File: src/rtl/ws2812_rx.sv
// rtl/ws2812_rx.sv - WS2812 single-wire stream decoder producing 24-bit per-LED words
module ws2812_rx #(
    parameter int NUM_LEDS     = 24,
    parameter int BIT_THRESH   = 7,
    parameter int MIN_HIGH     = 2,
    parameter int MAX_HIGH     = 24,
    parameter int RESET_CYCLES = 600
) (
    input  logic        hwclk,
    input  logic        reset,
    input  logic        ws_din,
    output logic [23:0] rgb_data,
    output logic [7:0]  led_num,
    output logic        rgb_valid,
    output logic        frame_done,
    output logic [7:0]  led_count,
    output logic        bit_err,
    output logic        overflow
);
    localparam int CW = $clog2(RESET_CYCLES + 1);
    localparam logic [CW-1:0] RC_C  = CW'(RESET_CYCLES);
    localparam logic [CW-1:0] MAX_C = CW'(MAX_HIGH);
    localparam logic [CW-1:0] MIN_C = CW'(MIN_HIGH);
    localparam logic [CW-1:0] TH_C  = CW'(BIT_THRESH);
    localparam logic [CW-1:0] ONE_C = CW'(1);
    localparam logic [7:0]    NL_C  = 8'(NUM_LEDS);

    typedef enum logic [1:0] {SYNC, IDLE, HIGH, LOW} state_t;

    logic          s1_q, s2_q, s3_q;
    state_t        state_q, state_d;
    logic [CW-1:0] hcnt_q, hcnt_d, lcnt_q, lcnt_d;
    logic [23:0]   shift_q, shift_d;
    logic [4:0]    bitcnt_q, bitcnt_d;
    logic [7:0]    idx_q, idx_d;
    logic          word_pend_q, word_pend_d;
    logic [23:0]   rgb_data_q, rgb_data_d;
    logic [7:0]    led_num_q, led_num_d;
    logic          rgb_valid_q, rgb_valid_d;
    logic          frame_done_q, frame_done_d;
    logic [7:0]    led_count_q, led_count_d;
    logic          bit_err_q, bit_err_d;
    logic          overflow_q, overflow_d;

    logic          rise, fall;
    logic [CW-1:0] hcnt_inc, lcnt_inc;

    assign rise     = s2_q & ~s3_q;
    assign fall     = ~s2_q & s3_q;
    assign hcnt_inc = (hcnt_q == '1) ? hcnt_q : hcnt_q + ONE_C;
    assign lcnt_inc = (lcnt_q >= RC_C) ? lcnt_q : lcnt_q + ONE_C;

    always_comb begin
        state_d      = state_q;
        hcnt_d       = hcnt_q;
        lcnt_d       = lcnt_q;
        shift_d      = shift_q;
        bitcnt_d     = bitcnt_q;
        idx_d        = idx_q;
        word_pend_d  = 1'b0;
        rgb_data_d   = rgb_data_q;
        led_num_d    = led_num_q;
        rgb_valid_d  = 1'b0;
        frame_done_d = 1'b0;
        led_count_d  = led_count_q;
        bit_err_d    = 1'b0;
        overflow_d   = overflow_q;

        // A word completed on the previous sample is published one cycle later
        if (word_pend_q) begin
            if (idx_q < NL_C) begin
                rgb_data_d  = shift_q;
                led_num_d   = idx_q;
                rgb_valid_d = 1'b1;
            end else begin
                overflow_d = 1'b1;
            end
            if (idx_q != 8'hFF) begin
                idx_d = idx_q + 8'd1;
            end
        end

        unique case (state_q)
            SYNC: begin
                if (s2_q) begin
                    lcnt_d = '0;
                end else if (lcnt_inc == RC_C) begin
                    lcnt_d  = '0;
                    state_d = IDLE;
                end else begin
                    lcnt_d = lcnt_inc;
                end
            end
            IDLE: begin
                if (rise) begin
                    state_d    = HIGH;
                    hcnt_d     = ONE_C;
                    overflow_d = 1'b0;
                end
            end
            HIGH: begin
                if (fall) begin
                    if (hcnt_q < MIN_C) begin
                        bit_err_d = 1'b1;
                    end else begin
                        shift_d = {shift_q[22:0], (hcnt_q >= TH_C)};
                        if (bitcnt_q == 5'd23) begin
                            bitcnt_d    = 5'd0;
                            word_pend_d = 1'b1;
                        end else begin
                            bitcnt_d = bitcnt_q + 5'd1;
                        end
                    end
                    state_d = LOW;
                    lcnt_d  = ONE_C;
                end else if (hcnt_inc > MAX_C) begin
                    // Stuck-high line: drop the frame and wait for a clean latch gap
                    bit_err_d = 1'b1;
                    state_d   = SYNC;
                    lcnt_d    = '0;
                    hcnt_d    = '0;
                    bitcnt_d  = 5'd0;
                    idx_d     = 8'd0;
                    shift_d   = '0;
                end else begin
                    hcnt_d = hcnt_inc;
                end
            end
            LOW: begin
                // Frame end outranks a coincident rising edge, which then opens the next frame
                if (lcnt_q == RC_C) begin
                    frame_done_d = 1'b1;
                    led_count_d  = (idx_q > NL_C) ? NL_C : idx_q;
                    bit_err_d    = (bitcnt_q != 5'd0);
                    bitcnt_d     = 5'd0;
                    idx_d        = 8'd0;
                    shift_d      = '0;
                    lcnt_d       = '0;
                    if (rise) begin
                        state_d    = HIGH;
                        hcnt_d     = ONE_C;
                        overflow_d = 1'b0;
                    end else begin
                        state_d = IDLE;
                    end
                end else if (rise) begin
                    state_d = HIGH;
                    hcnt_d  = ONE_C;
                end else begin
                    lcnt_d = lcnt_inc;
                end
            end
            default: state_d = SYNC;
        endcase
    end

    always_ff @(posedge hwclk) begin
        if (!reset) begin
            s1_q         <= 1'b0;
            s2_q         <= 1'b0;
            s3_q         <= 1'b0;
            state_q      <= SYNC;
            hcnt_q       <= '0;
            lcnt_q       <= '0;
            shift_q      <= '0;
            bitcnt_q     <= 5'd0;
            idx_q        <= 8'd0;
            word_pend_q  <= 1'b0;
            rgb_data_q   <= '0;
            led_num_q    <= 8'd0;
            rgb_valid_q  <= 1'b0;
            frame_done_q <= 1'b0;
            led_count_q  <= 8'd0;
            bit_err_q    <= 1'b0;
            overflow_q   <= 1'b0;
        end else begin
            s1_q         <= ws_din;
            s2_q         <= s1_q;
            s3_q         <= s2_q;
            state_q      <= state_d;
            hcnt_q       <= hcnt_d;
            lcnt_q       <= lcnt_d;
            shift_q      <= shift_d;
            bitcnt_q     <= bitcnt_d;
            idx_q        <= idx_d;
            word_pend_q  <= word_pend_d;
            rgb_data_q   <= rgb_data_d;
            led_num_q    <= led_num_d;
            rgb_valid_q  <= rgb_valid_d;
            frame_done_q <= frame_done_d;
            led_count_q  <= led_count_d;
            bit_err_q    <= bit_err_d;
            overflow_q   <= overflow_d;
        end
    end

    assign rgb_data   = rgb_data_q;
    assign led_num    = led_num_q;
    assign rgb_valid  = rgb_valid_q;
    assign frame_done = frame_done_q;
    assign led_count  = led_count_q;
    assign bit_err    = bit_err_q;
    assign overflow   = overflow_q;
endmodule

File: config.mk
export PLATFORM = sky130hd
export DESIGN_NAME = ws2812_rx
export DESIGN_NICKNAME = d
export VERILOG_FILES = /design/src/rtl/ws2812_rx.sv
export SDC_FILE = /design/constraint.sdc
export NUM_CORES = 1
export LEC_CHECK = 0
export CAP_MARGIN = 20
export CORE_MARGIN = 5
export CORE_UTILIZATION = 30
export DETAILED_ROUTE_END_ITERATION = 6
export SLEW_MARGIN = 20
export SYNTH_ARGS = -nofsm -noshare
export SYNTH_HDL_FRONTEND = slang
export SYNTH_SLANG_ARGS = --single-unit
File: constraint.sdc
create_clock -name hwclk -period 2.3 [get_ports hwclk]
set_input_delay 0.345 -clock hwclk [delete_from_list [all_inputs] [get_ports hwclk]]
set_output_delay 0.345 -clock hwclk [all_outputs]
set_load 0.02 [all_outputs]
==> out/metrics.yaml <==
fin_crit_sh_pct: 99.11
clockBufferDepth: 2
synth_area_per_cell_sq_um: 8.174
insertion_delay_ns: 0.35
unrepaired_setup_endpoints_after_global_routing: "yes"
n_antenna_cell: 0
drv_slew: 0
count_of_endpoints_failing_hold_in_the_final_timing_report: 0
arrival_ns: 2.51
min_delay_path_class: "register to register"
floorplan.die.width_um: 135.3
cp_top_family: "compound AO/OA/AOI/OAI gates"
grt_antenna_before_repair: 0
regToRegSetupSlack_ns: 0.02
main_combinational_cell_family_by_area_after_synthesis: "simple AND/OR/NAND/NOR gates"
yosys.area.top_type_share_pct: 45.50
crit_required_ns: 2.53
crit_path_max_fanout: 4
vias_per_cell: 5.018
tritoncts: "done"
number_of_inserted_filler_cells_in_the_final_layout: 1560
floorplan.rows: 45
timing.fmax_mhz: 438.7
via_count_of_the_first_global_routing_pass: 4155
synth_adder_area_share_pct: 1.860
placed_cell_area_sq_um: 5547
cp_slowest_cell: "or4_4"
clkSinkCount: 107
timing.hold.ws_ns: 0.4529
coreArea_sq_um: 15310
synth_xor_xnor_area_share_pct: 1.116
drt-total-wl_mm: 12.01
synth-seq-cells: 107
finalWeightedCongestion: 0.8619
route.detailed.drc: 0
pwr_density_cell_nw_per_um2: 604.6
synth-main-ff-cell: "dfxtp_1"
place.detailed.hpwl_mm: 7.772
global_route.overflow_total: 0
timing.critical_path.to_type: "register"
placement.io_buffers: 46
run_status: "finished clean"
crit_buf_inv: 1
synth-async-reset-ratio_pct: 0
clk_transition_reported_paths_ns: 0.07
finClkSkew_ns: 0.008976
areaGrowthSynthToFinish_pct: 29.42
post_cts_hold_buffer_count: 0
design.die.area_sq_um: 18300
synth-edff-count: 0
grt_pass1_wl_mm: 19.87
finalWorstPathRequiredPeriod_ns: 2.280
critical_path.cell_chain: "ha_4 -> and3_4 -> xnor2_1 -> or4_4 -> a2111oi_4 -> buf_4 -> a211oi_4 -> a22oi_1 -> o21ai_1"
syn_inst: 576
via_count: 4295
fp.dieH_um: 135.3
wl_per_cell_um: 14.02
synthesis.area_sq_um: 4708
cp-start-kind: "register"
peakVddDrop_mv: 0.3177
antenna_left: 0
final_setup_violation_count: 0
post-synth-top-area-cell: "dfxtp_1"
cts_htree_levels: 3
final_cell_area_sq_um: 6093
max_slew.worst_pin.slew_ns: 0.5509
global_route_usage_over_all_layers_pct: 13.10
synth.area.mux_share_pct: 0.4252
mappedNetlistNets: 586
first_iter_violations: 382
static-leakage-power_nw: 2.058
grt_max_degree: 55
effective_utilization_at_floorplan_pct: 30.74
first_drt_pass_iteration_count: 5
cts_made_buffers: 9
ys_seq_area_share_pct: 45.50
final_layout_size_suffix_gt1_share_pct: 16.90
worst_path_largest_cell_delay_ns: 0.44
synth_compound_area_share_pct: 19.77
simple_gate_share_of_the_synthesized_area_pct: 26.55
netlist_top_cells_area: "dfxtp_1, a21oi_1, nand2_1, nand3_1, clkbuf_1"
timing.slew.headroom_pct: 63.17
yosys_warnings: 0
synthDistinctLibCells: 62
drv_cap: 0
fin_nets: 651
cts_root_buffer: "clkbuf_16"
timing.setup.critical_path_class: "register to register"
boundaryPins: 47
==> synth_stat cells (all sizes together), types with 3 or more instances <==
cell type / instances
nand2: 103
or2: 3
nor3: 11
a31oi: 4
dfxtp: 107
xnor2: 3
clkbuf: 27
nor4: 3
and3: 13
nor2b: 4
o211ai: 4
inv: 14
xor2: 3
a211oi: 5
and2: 10
buf: 12
a22oi: 4
nor2: 27
ha: 7
o21ai: 18
nor3b: 3
a21oi: 82
and4b: 4
nand4: 8
o21a: 3
nand2b: 7
nand3: 54
==> metal layers <==
metal  share of wire [%]  wire length [um]  vias to the layer above  global-route usage [%]
li1                    -                 -                     2151                       -
met1                  46              5545                     2018                   16.82
met2                  48              5726                      106                   21.40
met3                 4.5               541                       20                   3.566
met4                 1.6               191                        0                   4.199
met5                   0                 0                        -                       0
==> worst min-delay path: cells and delay by family (launching register included) <==
family           cells  cell delay, ns
AO/OA/AOI/OAI        1            0.05
flip-flops           1            0.31
AND/OR/NAND/NOR      1            0.05
==> flip-flops by register name (all words and copies together) (netlist names), 2 cells and up <==
signal / cells
bitcnt_q: 5
hcnt_q: 10
idx_q: 8
lcnt_q: 10
led_count: 8
led_num: 8
rgb_data: 24
shift_q: 24
state_q: 2
==> through the flow <==
step	total power [W]	setup TNS, ns	cells	utilization (%)	setup WS [ns]
floorplan	0.002075	0	576	-	0.01008
global placement	0.002148	-0.001572	830	36.22	-0.001572
detailed placement	0.002153	-1.328	830	36.22	-0.08307
CTS	0.003699	-0.02123	849	38.73	-0.01338
global route	0.003827	-0.1672	856	39.79	-0.04995
finish	0.003684	0	856	39.79	0.02048
==> report_power, final <==
part | internal, W | leakage, nW | total (W) | switching, W
sequential | 0.00187 | 0.868 | 0.00190 | 0.0000278
combinational | 0.000117 | 1.05 | 0.000280 | 0.000163
clock | 0.000841 | 0.136 | 0.00151 | 0.000665
==> repair_timing <==
action,CTS,global route
gates resized for setup,17,25
buffers inserted,3,6
pin swaps,10,11
cloned,1,1
setup endpoints to repair,46,54
==> worst paths after layout <==
| check | from | end | cells past startpoint |
|---|---|---|---|
| max | lcnt_q[0] | lcnt_q[1] | 9 |
| min | rgb_data[19] | rgb_data[19] | 2 |
| max reg2reg | lcnt_q[0] | lcnt_q[1] | 9 |
| min reg2reg | rgb_data[19] | rgb_data[19] | 2 |
==> layout by cell type, fill, tap and decap left out, drive strengths merged, types with 8 or more instances in the layout <==
master | Yosys | layout
clkbuf | 27 | 12
dfxtp | 107 | 107
nor2 | 27 | 27
a21oi | 82 | 82
and2 | 10 | 10
nand4 | 8 | 8
inv | 14 | 15
buf | 12 | 45
o21ai | 18 | 18
nand2 | 103 | 103
clkdlybuf4s50 | 0 | 46
nor3 | 11 | 11
and3 | 13 | 13
nand3 | 54 | 54
==> cell families (layout without fill, tap and decap cells) <==
group	after synthesis	in the layout
AO/OA/AOI/OAI	143	144
XOR/XNOR	6	6
adder cells (fa/ha/maj)	7	7
buffers and inverters	53	121
flip-flops	107	107
multiplexers	2	2
AND/OR/NAND/NOR	258	258
==> area by class of cell <==
type | count | area, sq um | share of cell area, %
Clock buffer | 11 | 232.7 | 3.819
Inverter | 14 | 52.55 | 0.8624
Sequential cell | 107 | 2163 | 35.50
Tap cell | 211 | 264.0 | 4.333
Clock inverter | 4 | 51.30 | 0.8419
Multi-Input combinational cell | 417 | 2490 | 40.86
Timing Repair Buffer | 92 | 839.6 | 13.78
Note: power is estimated with default switching activity, not from simulation.
